File: config.mk
export PLATFORM = sky130hd
export DESIGN_NAME = rp_reconfig_ctrl_flat
export DESIGN_NICKNAME = d
export VERILOG_FILES = /design/src/rtl/rp_reconfig_ctrl_if.sv /design/src/rtl/rp_reconfig_ctrl.sv /design/src/flat_wrapper.sv
export SDC_FILE = /design/constraint.sdc
export NUM_CORES = 1
export LEC_CHECK = 0
export ABC_AREA = 1
export BUFFER_PORTS_ARGS = -buffer_cell sky130_fd_sc_hd__buf_4
export CORE_UTILIZATION = 60
export DETAILED_ROUTE_END_ITERATION = 10
export PLACE_DENSITY_LB_ADDON = 0.08
export REMOVE_ABC_BUFFERS = 1
export SYNTH_ARGS = -nofsm -noshare
export SYNTH_HDL_FRONTEND = slang
export SYNTH_SLANG_ARGS = --single-unit
File: constraint.sdc
create_clock -name clk100 -period 2.03 [get_ports clk100]
set_input_delay 0.609 -clock clk100 [delete_from_list [all_inputs] [get_ports clk100]]
set_output_delay 0.609 -clock clk100 [all_outputs]
set_load 0.05 [all_outputs]
File: src/rtl/rp_reconfig_ctrl_if.sv
// rtl/rp_reconfig_ctrl_if.sv - request, configuration-port and per-RP control signals of the reconfiguration controller
interface rp_reconfig_ctrl_if;
   logic [1:0] req_i;
   logic       load_done_i;
   logic       load_err_i;
   logic       load_start_o;
   logic [1:0] grant_o;
   logic [1:0] decouple_o;
   logic [1:0] rp_rst_o;
   logic       busy_o;
   logic [1:0] err_o;

   // controller side
   modport master (
      input  req_i, load_done_i, load_err_i,
      output load_start_o, grant_o, decouple_o, rp_rst_o, busy_o, err_o
   );

   // requester / configuration-port side
   modport slave (
      output req_i, load_done_i, load_err_i,
      input  load_start_o, grant_o, decouple_o, rp_rst_o, busy_o, err_o
   );
endinterface

File: src/rtl/rp_reconfig_ctrl.sv
// rtl/rp_reconfig_ctrl.sv - two-RP partial reconfiguration sequencer; optional load watchdog under RP_LOAD_TIMEOUT_EN
module rp_reconfig_ctrl #(
   parameter int DRAIN_CYC   = 16,
   parameter int RST_CYC     = 8,
   parameter int TIMEOUT_CYC = 1048576
) (
   input logic                  clk100,
   input logic                  rst,
   rp_reconfig_ctrl_if.master   ctrl_bus
);

   localparam int CNT_MAX_A = (DRAIN_CYC > RST_CYC) ? DRAIN_CYC : RST_CYC;
   localparam int CNT_MAX   = (CNT_MAX_A > TIMEOUT_CYC) ? CNT_MAX_A : TIMEOUT_CYC;
   localparam int CNT_W     = $clog2(CNT_MAX + 1);

   typedef enum logic [2:0] {IDLE, DRAIN, LOAD, RESET, RELEASE} state_t;

   state_t           r_state;
   state_t           w_state_nxt;
   logic [CNT_W-1:0] r_cnt;
   logic             w_cnt_en;
   logic             r_ptr;
   logic             r_sel;
   logic             w_sel;
   logic             w_load_fail;
   logic             r_load_start;
   logic             r_busy;
   logic [1:0]       r_grant;
   logic [1:0]       r_decouple;
   logic [1:0]       r_rp_rst;
   logic [1:0]       r_err;

`ifdef RP_LOAD_TIMEOUT_EN
   logic             w_timeout;
   assign w_timeout = (r_state == LOAD) && (r_cnt == CNT_W'(TIMEOUT_CYC - 1));
   assign w_cnt_en  = (r_state == DRAIN) || (r_state == LOAD) || (r_state == RESET);
`else
   assign w_cnt_en  = (r_state == DRAIN) || (r_state == RESET);
`endif

   assign ctrl_bus.load_start_o = r_load_start;
   assign ctrl_bus.grant_o      = r_grant;
   assign ctrl_bus.decouple_o   = r_decouple;
   assign ctrl_bus.rp_rst_o     = r_rp_rst;
   assign ctrl_bus.busy_o       = r_busy;
   assign ctrl_bus.err_o        = r_err;

   // round-robin pick: a lone request always wins, a tie goes to the pointer
   always_comb begin
      w_sel = r_ptr;
      case (ctrl_bus.req_i)
         2'b01:   w_sel = 1'b0;
         2'b10:   w_sel = 1'b1;
         default: w_sel = r_ptr;
      endcase
   end

   // next-state; a simultaneous done+err is treated as a failed load
   always_comb begin
      w_state_nxt = r_state;
      w_load_fail = 1'b0;
      case (r_state)
         IDLE: begin
            if (|ctrl_bus.req_i) w_state_nxt = DRAIN;
         end
         DRAIN: begin
            if (r_cnt == CNT_W'(DRAIN_CYC - 1)) w_state_nxt = LOAD;
         end
         LOAD: begin
            if (ctrl_bus.load_done_i || ctrl_bus.load_err_i) begin
               w_state_nxt = RESET;
               w_load_fail = ctrl_bus.load_err_i;
            end
`ifdef RP_LOAD_TIMEOUT_EN
            else if (w_timeout) begin
               w_state_nxt = RESET;
               w_load_fail = 1'b1;
            end
`endif
         end
         RESET: begin
            if (r_cnt == CNT_W'(RST_CYC - 1)) w_state_nxt = RELEASE;
         end
         RELEASE: begin
            w_state_nxt = IDLE;
         end
         default: w_state_nxt = IDLE;
      endcase
   end

   // state register and per-state cycle counter, cleared on every state change
   always_ff @(posedge clk100 or posedge rst) begin
      if (rst) begin
         r_state <= IDLE;
         r_cnt   <= '0;
      end else begin
         r_state <= w_state_nxt;
         if (w_state_nxt != r_state) r_cnt <= '0;
         else if (w_cnt_en)          r_cnt <= r_cnt + 1'b1;
      end
   end

   // registered outputs; only the selected RP's bits are ever touched
   always_ff @(posedge clk100 or posedge rst) begin
      if (rst) begin
         r_ptr        <= 1'b0;
         r_sel        <= 1'b0;
         r_load_start <= 1'b0;
         r_busy       <= 1'b0;
         r_grant      <= 2'b00;
         r_decouple   <= 2'b00;
         r_rp_rst     <= 2'b00;
         r_err        <= 2'b00;
      end else begin
         r_load_start <= 1'b0;
         r_busy       <= (w_state_nxt != IDLE);
         case (r_state)
            IDLE: begin
               if (w_state_nxt == DRAIN) begin
                  r_sel             <= w_sel;
                  r_grant           <= {w_sel, ~w_sel};
                  r_decouple[w_sel] <= 1'b1;
                  r_err[w_sel]      <= 1'b0;
               end
            end
            DRAIN: begin
               if (w_state_nxt == LOAD) r_load_start <= 1'b1;
            end
            LOAD: begin
               if (w_state_nxt == RESET) begin
                  r_rp_rst[r_sel] <= 1'b1;
                  if (w_load_fail) r_err[r_sel] <= 1'b1;
               end
            end
            RESET: begin
               // a failed RP stays in reset until a later good load
               if ((w_state_nxt == RELEASE) && !r_err[r_sel]) r_rp_rst[r_sel] <= 1'b0;
            end
            RELEASE: begin
               r_grant <= 2'b00;
               r_ptr   <= ~r_sel;
               if (!r_err[r_sel]) r_decouple[r_sel] <= 1'b0;
            end
            default: ;
         endcase
      end
   end

endmodule

File: src/flat_wrapper.sv
// flat-port wrapper written by rule: the top's interface ports become plain ports
module rp_reconfig_ctrl_flat 
#(
   parameter int DRAIN_CYC   = 16,
   parameter int RST_CYC     = 8,
   parameter int TIMEOUT_CYC = 1048576
)
  (clk100, rst, ctrl_bus_req_i, ctrl_bus_load_done_i, ctrl_bus_load_err_i, ctrl_bus_load_start_o, ctrl_bus_grant_o, ctrl_bus_decouple_o, ctrl_bus_rp_rst_o, ctrl_bus_busy_o, ctrl_bus_err_o);
  rp_reconfig_ctrl_if ctrl_bus_i ();
  input logic clk100;
  input logic rst;
  input wire logic [$bits(ctrl_bus_i.req_i)-1:0] ctrl_bus_req_i;
  input wire logic [$bits(ctrl_bus_i.load_done_i)-1:0] ctrl_bus_load_done_i;
  input wire logic [$bits(ctrl_bus_i.load_err_i)-1:0] ctrl_bus_load_err_i;
  output wire logic [$bits(ctrl_bus_i.load_start_o)-1:0] ctrl_bus_load_start_o;
  output wire logic [$bits(ctrl_bus_i.grant_o)-1:0] ctrl_bus_grant_o;
  output wire logic [$bits(ctrl_bus_i.decouple_o)-1:0] ctrl_bus_decouple_o;
  output wire logic [$bits(ctrl_bus_i.rp_rst_o)-1:0] ctrl_bus_rp_rst_o;
  output wire logic [$bits(ctrl_bus_i.busy_o)-1:0] ctrl_bus_busy_o;
  output wire logic [$bits(ctrl_bus_i.err_o)-1:0] ctrl_bus_err_o;
  assign ctrl_bus_i.req_i = ctrl_bus_req_i;
  assign ctrl_bus_i.load_done_i = ctrl_bus_load_done_i;
  assign ctrl_bus_i.load_err_i = ctrl_bus_load_err_i;
  assign ctrl_bus_load_start_o = ctrl_bus_i.load_start_o;
  assign ctrl_bus_grant_o = ctrl_bus_i.grant_o;
  assign ctrl_bus_decouple_o = ctrl_bus_i.decouple_o;
  assign ctrl_bus_rp_rst_o = ctrl_bus_i.rp_rst_o;
  assign ctrl_bus_busy_o = ctrl_bus_i.busy_o;
  assign ctrl_bus_err_o = ctrl_bus_i.err_o;
  rp_reconfig_ctrl #(.DRAIN_CYC(DRAIN_CYC), .RST_CYC(RST_CYC), .TIMEOUT_CYC(TIMEOUT_CYC)) u_core (.clk100(clk100), .rst(rst), .ctrl_bus(ctrl_bus_i));
endmodule
Word level (Yosys, flattened, before mapping)
Cells that the tools add are included.

word-level totals
  register bits after elaboration = 36
  word-level logic and storage cells = 91

operators by class
  add/sub/neg operators = 1
  magnitude comparators = 4
  eq/ne operators = 18
  multiplexer cells = 30
  bitwise operators = 10
  reduce and logical (&&, ||, !) cells = 18

operators with widths
  cell                                                 count
  two-way mux 21 bit                                   2
  adder 21 x 1 -> 21 bit (second input constant)       1
  == test 21 x 3 -> 1 bit (second input constant)      1
  == test 21 x 4 -> 1 bit (second input constant)      1
  two-way mux 2 bit                                    8
  one-hot mux 2 bit (2 select lines)                   4
  == test 3 x 2 -> 1 bit (second input constant)       4
  two-way mux 3 bit                                    4
  one-hot mux 3 bit (4 select lines)                   1
  two-way mux 1 bit                                    8
  nonzero test 2 bit                                   4
  bitwise AND 2 bit                                    3
  == test 3 x 1 -> 1 bit (second input constant)       2
  == test 3 bit (second input constant)                2
  != test 2 x 1 -> 1 bit (second input constant)       3
  bitwise OR 2 bit                                     3
  AND reduction 3 bit                                  2
  < comparator 1 x 2 -> 1 bit (second input constant)  2
  != test 2 bit (second input constant)                2
  NOT 2 bit                                            2
  AND reduction 2 bit                                  2
  AND reduction 4 bit                                  1
  logical AND 1 bit                                    3
  zero test 3 bit                                      1
  other kinds (11)                                     15

Depth between registers and ports, before layout
Gate-level depths: netlist of the first run.

  depth in word-level cells = 10
  depth in mapped cells = 11

Worst setup path after synthesis of the first run
OpenSTA, ideal clock, no wires.

  kind = register to register
  from = register u_core.r_cnt[0]
  to = register u_core.r_busy (netlist: u_core.ctrl_bus.busy_o)
  library setup time = 0.119 ns
  data arrival time = 1.541 ns
  required time = 1.911 ns
  slack = 0.370 ns
  cell stages (with the launch flop) = 10
  period minus slack after synthesis = 1.660 ns
  cell sequence = dfrtp_1 ha_1 nand3_1 nor2_1 nand3_1 nand2_2 nand3_4 buf_2 nor2_1 nand2_1

between the ends
  cells in the longest elaborated chain, start to end = 4
  elaborated cells between the ends (all ways) = 6
  classes of those cells = eq/ne (2); mux (3); reduce/logical (1)

RTL lines
  item                                                                       RTL line                                        RTL
  start: declaration                                                         rp_reconfig_ctrl.sv:20                          logic [CNT_W-1:0] r_cnt;
  start signal: assignment                                                   rp_reconfig_ctrl.sv:99                          else if (w_cnt_en) r_cnt <= r_cnt + 1'b1;
  == test 21 x 3 -> 1 bit / == test 21 x 4 -> 1 bit (equally long branches)  rp_reconfig_ctrl.sv:82, rp_reconfig_ctrl.sv:67
  two-way mux 3 bit, on equally long branches                                rp_reconfig_ctrl.sv:82, rp_reconfig_ctrl.sv:67
  one-hot mux 3 bit (4 select lines) (*)                                     rp_reconfig_ctrl.sv:62                          case (r_state)
  via u_core.w_state_nxt[0]                                                  rp_reconfig_ctrl.sv:19                          state_t w_state_nxt;
  nonzero test 3 bit (*)                                                     rp_reconfig_ctrl.sv:116                         r_busy <= (w_state_nxt != IDLE);
  end signal: assignment                                                     rp_reconfig_ctrl.sv:116
  end: declaration                                                           rp_reconfig_ctrl.sv:27                          logic r_busy;

The timed path passes the listed nets; every way through them passes the cells marked *.
A chain may end at the register's enable or synchronous reset.

Final worst setup path of the first run
  from = register u_core.r_cnt[1]
  to = register u_core.r_busy (netlist: u_core.ctrl_bus.busy_o)

between the ends
  cells in the longest elaborated chain, start to end = 4
  elaborated cells between the ends (all ways) = 6
  classes of those cells = eq/ne (2); mux (3); reduce/logical (1)

RTL lines
  item                                                                       RTL line
  == test 21 x 3 -> 1 bit / == test 21 x 4 -> 1 bit (equally long branches)  rp_reconfig_ctrl.sv:82, rp_reconfig_ctrl.sv:67
  two-way mux 3 bit, on equally long branches                                rp_reconfig_ctrl.sv:82, rp_reconfig_ctrl.sv:67
  one-hot mux 3 bit (4 select lines) (*)                                     rp_reconfig_ctrl.sv:62
  nonzero test 3 bit (*)                                                     rp_reconfig_ctrl.sv:116

Every way passes the cells marked *; elsewhere a longest branch is shown, timed or not.

==> results of run 1 <==
where the power goes:
| group | internal [mW] | switching [mW] | total [mW] |
|---|---|---|---|
| sequential | 0.836 | 0.0895 | 0.926 |
| clock | 0.365 | 0.261 | 0.626 |
| combinational | 0.358 | 0.796 | 1.15 |
| total | 1.56 | 1.15 | 2.71 |
routing by layer:
layer,part of all wire,up-vias
met3,0.061,16
met2,0.44,67
met4,0.025,0
met1,0.47,1004
met5,0,-
li1,-,1117
cells by family after synthesis:
logic type                 Yosys count
and+or+nand+nor                    216
buffers and inverters               50
DFF                                 36
xor gates and xnor gates            15
AOI/OAI and AO/OA                   12
adders and majority gates            3
layout make-up:
cell class	instances	area [sq um]	share of cell area
inverters	39	146	0.0554
multi-input cells	246	1210	0.459
well taps	48	60.1	0.0227
flip-flops and latches	36	901	0.341
repair buffers	27	215	0.0815
clock buffers	6	72.6	0.0275
clock inverters	2	35.0	0.0133
cell usage in the layout (no fill, tap or decap):
| cell | synthesis | final |
|---|---|---|
| o21ai_0 | 6 | 6 |
| or2_2 | 1 | 1 |
| nor3_1 | 2 | 2 |
| inv_1 | 38 | 38 |
| clkinv_2 | 0 | 1 |
| inv_2 | 1 | 1 |
| clkbuf_8 | 0 | 5 |
| nand3_4 | 1 | 1 |
| nand2_2 | 1 | 1 |
| nor2_1 | 48 | 47 |
| nand3_2 | 1 | 1 |
| o21a_1 | 1 | 1 |
| xor2_1 | 15 | 15 |
| o32ai_1 | 1 | 1 |
| nand4_1 | 25 | 25 |
| nand3_1 | 40 | 40 |
| dfrtp_1 | 36 | 36 |
| nor2_4 | 2 | 2 |
| buf_12 | 0 | 1 |
| and3_1 | 1 | 1 |
| ha_1 | 3 | 3 |
| buf_4 | 0 | 26 |
| a21oi_1 | 4 | 4 |
| nand2_1 | 92 | 92 |
| bufinv_16 | 0 | 1 |
| nor2_2 | 2 | 3 |
| clkbuf_1 | 2 | 1 |
flip-flops by register name (all words and copies together), names as in the netlist, 2 cells and up, named ones only:
signal	flops
u_core.ctrl_bus.decouple_o	2
u_core.ctrl_bus.err_o	2
u_core.ctrl_bus.grant_o	2
u_core.r_cnt	21
u_core.r_state	3
critical path, delay by kind of cell (launching register included):
family | cells | cell delay (ps)
simple gates | 7 | 780
flops | 1 | 400
fa+ha+maj | 1 | 280
buf+inv | 1 | 200
worst max-delay path by stage:
stage / end / slack, ps / cells past startpoint / startpoint
after global routing: flop / 4 / 8 / u_core.r_cnt[1]$_DFFE_PP0P_
final: u_core.ctrl_bus.busy_o$_DFF_PP0_ / 250 / 9 / u_core.r_cnt[1]$_DFFE_PP0P_
after detailed placement: u_core.ctrl_bus.busy_o$_DFF_PP0_ / 210 / 9 / ctrl_bus_req_i[0]
after global placement: u_core.r_cnt[0]$_DFFE_PP0P_ / 230 / 11 / ctrl_bus_req_i[0]
after floorplan: u_core.r_cnt[10]$_DFFE_PP0P_ / -570 / 8 / u_core.r_cnt[0]$_DFFE_PP0P_
after CTS: u_core.ctrl_bus.busy_o$_DFF_PP0_ / 250 / 9 / u_core.r_cnt[1]$_DFFE_PP0P_
per-stage QoR:
stage                     cell area [sq um]  std cells  setup WS, ps  total power, mW  hold slack [ps]
after global routing                   2640        404          3.65             2.87              476
after detailed placement               2530        396           206             2.08              463
final                                  2640        404           251             2.71              407
after global placement                 2530        396           226             2.07              457
after floorplan                        2260        321          -571             1.67              448
after CTS                              2640        404           253             2.72              429
==> metrics, run 1 <==
DRC viols=0; slew margin rel.=0.696; met3 global-route usage=0.0589; cts hold-fix bufs=0; count leader, synth=nand2_1; max-slew violation count=0; number of port buffers=15; mux cell area share after synthesis=0; Slowest-stage cell, CP=dfrtp_1; Worst EP required=2210 ps; Worst R2R Start=u_core.r_cnt[1]$_DFFE_PP0P_; Filler cells=325; Area Overhead vs Synth=13.8%; Yosys warning count=0; Die Y=64.2 um; type of the worst setup path=flop to flop; largest family of logic cells by synthesized area=simple AND/OR/NAND/NOR gates; largest net degree at the start of global routing=37; total die area=4120 sq um; drt pass-1 iters=5; post-synthesis compound-gate area fraction=0.0286; dominant synthesized flop cell=dfrtp_1; Final Setup Violations=0; Yosys reg bits=36; Pwr Density=1020 nW/um^2; first-pass GRT wire length=8840 um; total grt overflow=0; cell taking the most area after synthesis=dfrtp_1; top cells by count, synth=nand2_1 (92), nor2_1 (48), nand3_1 (40); Arrival @ worst endpoint=1960 ps; cells on worst reg2reg path=9; clk buf depth=2; Post-Synth XOR/XNOR Area=0.0566; Clk pin slew, worst setup/hold paths=80 ps; Clock Latency Late Sink=290 ps; top cell type's share of synthesized area=0.388; Num CTS Buffers=5; # IOs=16; Worst setup EP type=flop; CTS tree=yes; Rows=22; CTS H-tree depth=2; ys async rst share=1.00; cells after synthesis=332; via count=2204; gpl congestion=0.909; Starting Density=0.629; vias in the first global route=1982; First DRT Iteration DRCs=190; GR Layer Usage met1=0.382; crit-path cells=ha_1, nand3_1, nor2_1, nand3_1, nand2_2, nand3_4, buf_4, nor2_1, nand2_1; maxcap violations=0; Post-Synth Adder-Cell Area=0.0162; worst min path class=primary input to asynchronous set/reset pin; R2R Path End=u_core.ctrl_bus.busy_o$_DFF_PP0_; GRT Total Usage=0.279; number of flops mapped to enable cells by yosys=0; Synth Cell Area=2320 sq um; fmax=0.562 GHz; setup bufs post-CTS=0; largest stage delay on the critical path=400 ps; status=finished clean; Via-to-Cell Ratio=5.46; setup_tns=0 ps; drt total wl=5170 um; Post-DP HPWL=3740 um; startpoint class of the critical path=flop; layout cells sized above 1=0.124; R2R Setup Slk=250 ps; GR peak layer=met2; initial antenna violation count=0; Setup Skew=9.87 ps; Final period util=0.877; Least-Margin Pin Slew=456 ps; RSZ-0062 raised after global routing=no; cts repair resizes=0; ant diodes=0; Post-DRT Antenna Nets=0; syn avg cell area=6.99 sq um; maximum vdd drop=0.749 mV; NumNets Final=364; Synth Area in Simple Gates=0.419; top cells by area, synth=dfrtp_1 (39%), nand2_1 (15%), nand3_1 (8.6%), nor2_1 (7.8%), nand4_1 (6.7%); wire per inst=12.8 um; Die X-Extent=64.2 um; Core Util, Final=0.716; Clock Tree Root=clkbuf_8; GR Layer Usage met2=0.431; crit-path max FO=14; core area=3690 sq um; Netlist cell types=24; Lkg Pwr=1.44 nW; clock sink count=36; final hold violations=0; min Tclk post-route=1780 ps; register area share after synthesis=0.388
(Power assumes the default switching activity.)
==> inputs of run 2 (changes only) <==
Clock period 2.03 ns to 1.8 ns, I/O delays scaled along.
==> metrics, run 2 (same netlist as run 1, synthesis figures left out) <==
Final period util=0.933 (+0.0570); cts hold-fix bufs=0 (unchanged); cts repair resizes=0 (unchanged); largest net degree at the start of global routing=41 (+11%); Rows=22 (unchanged); setup bufs post-CTS=0 (unchanged); RSZ-0062 raised after global routing=yes; drt total wl=5760 um (+11%); cells on worst reg2reg path=11 (+2); worst min path class=primary input to asynchronous set/reset pin; First DRT Iteration DRCs=258 (+36%); # IOs=16 (unchanged); maxcap violations=0 (unchanged); Starting Density=0.629 (unchanged); fmax=0.595 GHz (+5.9%); GRT Total Usage=0.307 (+0.0277); maximum vdd drop=0.847 mV (+13%); number of port buffers=15 (unchanged); Filler cells=295 (-9.2%); R2R Path End=u_core.r_cnt[0]$_DFFE_PP0P_; Post-DP HPWL=4000 um (+6.9%); Worst R2R Start=u_core.r_cnt[0]$_DFFE_PP0P_; Setup Skew=6.43 ps (-3.43 ps); final hold violations=0 (unchanged); Clock Latency Late Sink=300 ps (about the same); min Tclk post-route=1680 ps (-99.1 ps); Die X-Extent=64.2 um (unchanged); DRC viols=0 (unchanged); initial antenna violation count=0 (unchanged); placed insts=410 (+3.5%); Top Registers=u_core.r_cnt (21), u_core.r_state (3); status=finished clean; area occupied by multi-input gates=1230 sq um (+2.0%); Place WS=50.4 ps (-156 ps); clock sink count=36 (unchanged); Num CTS Buffers=5 (unchanged); commonest non-fill, non-tap cell in the layout=nand2_1; Clk pin slew, worst setup/hold paths=70 ps (about the same); slew margin rel.=0.680 (-0.0162); vias in the first global route=2110 (+6.5%); Final Setup Violations=0 (unchanged); clk buf depth=2 (unchanged); gpl congestion=0.954 (+5.0%); first-pass GRT wire length=9730 um (+10%); Lkg Pwr=1.52 nW (+5.5%); wire per inst=13.8 um (+7.7%); most frequent cells in the layout=nand2_1 (91), nor2_1 (41), nand3_1 (40); Power, Total=3.12 mW (+15%); total die area=4120 sq um (unchanged); setup ws final=120 ps (-131 ps); Reg area=905 sq um (+0.42%); Post-DRT Antenna Nets=0 (unchanged); Top reg by flops=u_core.r_cnt; total grt overflow=0 (unchanged); Pwr Density=1120 nW/um^2 (+9.3%); startpoint class of the critical path=flop; Min Hold Slack=351 ps (-55.5 ps); Die Y=64.2 um (unchanged); Clock Tree Root=clkbuf_8; via count=2329 (+5.7%); NumNets Final=378 (+3.8%); max-slew violation count=0 (unchanged); Via-to-Cell Ratio=5.57 (+2.1%); Area Overhead vs Synth=20.1%; layout cells sized above 1=0.189 (+0.0656); Non-Filler Instances=418 (+3.5%); drt pass-1 iters=5 (unchanged); CTS H-tree depth=2 (unchanged); Worst EP required=1990 ps (-220 ps); Worst setup EP type=flop; R2R Setup Slk=120 ps (-130 ps); Least-Margin Pin Slew=480 ps (+24.3 ps); crit-path max FO=13 (-1); type of the worst setup path=flop to flop; core area=3690 sq um (unchanged); Largest register FFs=21 (unchanged); ant diodes=0 (unchanged); Arrival @ worst endpoint=1870 ps (-90 ps); CTS tree=yes
## run 2: changes by cell type in the layout (fill, tap and decap cells not counted), sizes merged
| cell | change |
|---|---|
| buf | +14 |
## run 2: power by group
group	switching [mW]	internal (mW)
Combinational	0.930	0.424
Sequential	0.105	0.943
Clock	0.306	0.411
## run 2: area by class of cell
cell class                 count  share of cell area
timing repair buffer          41               0.119
clock inverter                 2              0.0126
tap                           48              0.0216
inverter                      39              0.0525
multi-input combinational    246               0.443
clock buffer                   6              0.0260
sequential                    36               0.325
## run 2: how the worst max path moves through the flow
stage                                            from                           end  slack (ps)  depth (start not counted)
after floorplan           u_core.r_cnt[0]$_DFFE_PP0P_  u_core.r_cnt[10]$_DFFE_PP0P_        -800                          8
after global placement              ctrl_bus_req_i[0]   u_core.r_cnt[1]$_DFFE_PP0P_          90                         11
after detailed placement            ctrl_bus_req_i[0]   u_core.r_cnt[0]$_DFFE_PP0P_          50                         11
after CTS                 u_core.r_cnt[0]$_DFFE_PP0P_   u_core.r_cnt[0]$_DFFE_PP0P_          50                         11
after global routing      u_core.r_cnt[0]$_DFFE_PP0P_   u_core.r_cnt[0]$_DFFE_PP0P_         -20                         11
final                     u_core.r_cnt[0]$_DFFE_PP0P_   u_core.r_cnt[0]$_DFFE_PP0P_         120                         11
## run 2: per-layer routing
layer,part of all wire,global-route usage,vias to the layer above
met5,0,0,-
met4,0.015,0.0917,0
met3,0.057,0.0393,10
met2,0.46,0.480,71
met1,0.47,0.443,1108
li1,-,-,1140
## run 2: worst max-delay path: stages (launching register included)
cell,delay (ps)
dfrtp_1,360
ha_2,220
nand3_2,150
nor2_2,140
nand3_1,110
nand2_2,100
nand3_4,80
buf_4,200
nand2_1,70
inv_1,40
nand2_1,50
nand2_1,50
## run 2: stage by stage
stage	utilization	cell area [sq um]	setup TNS, ps
after global placement	0.719	2650	0
after floorplan	-	2260	-16690
after detailed placement	0.719	2650	0
after CTS	0.748	2760	0
after global routing	0.755	2790	-32.3
final	0.755	2790	0
==> inputs of run 3 (changes only) <==
Settings changed: ABC_AREA 1 to default, CORE_UTILIZATION 60 to 58, CTS_CLUSTER_DIAMETER from default to 150.
==> metrics, run 3 <==
Least-Margin Pin Slew=442 ps (-38.6 ps); startpoint class of the critical path=flop; cell area after layout=2340 sq um (-16%); Pwr Density=1260 nW/um^2 (+12%); core area=3080 sq um (-17%); ant diodes=0 (unchanged); Worst setup EP type=flop; count leader, synth=dfrtp_1; via count=1619 (-30%); NumNets Final=249 (-34%); Final Setup Violations=22 (+22); Netlist cell types=45 (+88%); Reg area=901 sq um (-0.41%); DRC viols=0 (unchanged); Post-DP HPWL=3030 um (-24%); Largest register FFs=21 (unchanged); dominant synthesized flop cell=dfrtp_1; Setup Skew=7.90 ps (+1.46 ps); commonest non-fill, non-tap cell in the layout=buf_4; Die X-Extent=59.3 um (-7.6%); fmax=0.539 GHz (-9.4%); top cell type's share of synthesized area=0.473 (+0.0849); Lkg Pwr=1.08 nW (-29%); min Tclk post-route=1860 ps (+175 ps); RSZ-0062 raised after global routing=yes; Area Overhead vs Synth=22.8%; syn avg cell area=9.82 sq um (+40%); Yosys warning count=0 (unchanged); first-pass GRT wire length=6910 um (-29%); vias in the first global route=1578 (-25%); Post-DRT Antenna Nets=0 (unchanged); cts hold-fix bufs=0 (unchanged); Starting Density=0.619 (-0.0105); Arrival @ worst endpoint=2070 ps (+200 ps); Clock Tree Root=clkbuf_4; Clk pin slew, worst setup/hold paths=100 ps (+30 ps); register area share after synthesis=0.473 (+0.0849); Via-to-Cell Ratio=5.68 (+2.0%); CP startpoint=u_core.r_cnt[6]$_DFFE_PP0P_; number of flops mapped to enable cells by yosys=0 (unchanged); setup ws final=-55.6 ps (-175 ps); ys async rst share=1.00 (unchanged); Synth Cell Area=1900 sq um (-18%); drt total wl=4130 um (-28%); Clock Latency Late Sink=340 ps (+40 ps); Final period util=1.03 (+0.0974); DR WL met2=2050 um (-22%); top cells by area, synth=dfrtp_1 (47%), nor2_1 (6.7%), xnor2_1 (4.6%), xor2_1 (4.1%), nand4_1 (3.0%); wire per inst=14.5 um (+5.3%); Worst EP required=2020 ps (+30 ps); area occupied by multi-input gates=927 sq um (-25%); total grt overflow=0 (unchanged); Top Registers=u_core.r_cnt (21), u_core.r_state (3); status=complete, but fails checks; Rows=20 (-9.1%); number of port buffers=15 (unchanged); # IOs=16 (unchanged); maximum vdd drop=0.661 mV (-22%); maxcap violations=0 (unchanged); Filler cells=232 (-21%); drt pass-1 iters=4 (-1); max-slew violation count=0 (unchanged); top cells by count, synth=dfrtp_1 (36), nor2_1 (34), nand2_1 (11), nand3_1 (11), xnor2_1 (10); total die area=3520 sq um (-15%); GRT Total Usage=0.266 (-0.0409); type of the worst setup path=flop to flop; crit-path max FO=3 (-10); First DRT Iteration DRCs=165 (-36%); clock sink count=36 (unchanged); Top reg by flops=u_core.r_cnt; cells after synthesis=194 (-42%); most frequent cells in the layout=buf_4 (45), dfrtp_1 (36), nor2_1 (34); WL met3=213 um (-35%); CTS tree=yes; worst min path class=primary input to asynchronous set/reset pin; final hold violations=0 (unchanged); failing checks=negative setup slack; layout cells sized above 1=0.278 (+0.0888); Met1 Wirelength=1780 um (-34%); Worst R2R Start=u_core.r_cnt[6]$_DFFE_PP0P_; clk buf depth=2 (unchanged); Yosys reg bits=36 (unchanged); cell taking the most area after synthesis=dfrtp_1; slew margin rel.=0.705 (+0.0257); R2R Setup Slk=-60 ps (-180 ps); largest net degree at the start of global routing=37 (-9.8%); Num CTS Buffers=5 (unchanged); area post-placement=2230 sq um (-16%); Place WS=-169 ps (-219 ps); CTS H-tree depth=2 (unchanged); DR top layer=met4; gpl congestion=0.845 (-11%); initial antenna violation count=0 (unchanged); Die Y=59.3 um (-7.6%)
run 3: changes by cell type after synthesis, moves of 10 or more:
cell / previous run / this run
xnor2_1: 0 / 10
nand2_1: 92 / 11
nand4_1: 25 / 9
nand3_1: 40 / 11
inv_1: 38 / 5
nor2_1: 48 / 34
run 3: critical path, stage by stage, from the launching register on:
cell and delay, ps:
dfrtp_1 390, or4_4 550, nor4_4 270, nand3_2 170
nor3b_4 250, a31oi_1 110
run 3: path summary, 6_finish.rpt:
kind                                                             endpoint  cells past startpoint
worst max-delay path                                                 flop                      5
worst min register to register  u_core.ctrl_bus.decouple_o[1]$_DFFE_PP0P_                      1
worst max register to register                                       flop                      5
max in group asynchronous                    u_core.r_cnt[14]$_DFFE_PP0P_                      3
worst min-delay path                          u_core.r_cnt[0]$_DFFE_PP0P_                      3
min in group clk100             u_core.ctrl_bus.decouple_o[1]$_DFFE_PP0P_                      1
run 3: layout make-up:
class	count	share of cell area
multi-input cells	145	0.396
inverters	5	0.00803
repair buffers	47	0.162
flip-flops and latches	36	0.385
well taps	44	0.0235
clock buffers	8	0.0251
run 3: power by group:
group          internal, mW  switching (mW)
combinational         0.545           0.826
clock                 0.193           0.253
sequential            0.980           0.148
total                  1.72            1.23
run 3: what timing repair did:
item                                    in CTS  in global routing
gates resized for setup                      1                  4
endpoints found under the setup margin      23                 23
cloned                                       0                  0
buffers inserted                             1                  2
endpoints found under the hold margin        0                  0
pin swaps                                    2                  0
run 3: logic make-up after synthesis:
group	count (synthesis)	synth area share
buf+inv	13	0.0539
compound gates	21	0.0736
simple gates	100	0.281
mux	2	0.0112
xor+xnor	19	0.0874
fa+ha+maj	3	0.0197
flops	36	0.473
run 3: layer usage:
| metal | vias up | global-route usage |
|---|---|---|
| met4 | 0 | 0.112 |
| met2 | 50 | 0.461 |
| met1 | 782 | 0.300 |
| li1 | 776 | - |
| met5 | - | 0 |
| met3 | 11 | 0.0830 |
run 3: through the flow:
step / instances / util / hold slack [ps] / setup TNS, ps / total power [mW]
3_5_place_dp: 274 / 0.725 / 501 / -2690 / 2.46
3_3_place_gp: 274 / 0.725 / 460 / -2340 / 2.41
4_1_cts: 283 / 0.748 / 316 / -1190 / 2.92
6_report: 285 / 0.760 / 309 / -746 / 2.94
2_1_floorplan: 186 / - / 446 / -4040 / 1.93
5_1_grt: 285 / 0.760 / 335 / -1750 / 3.12
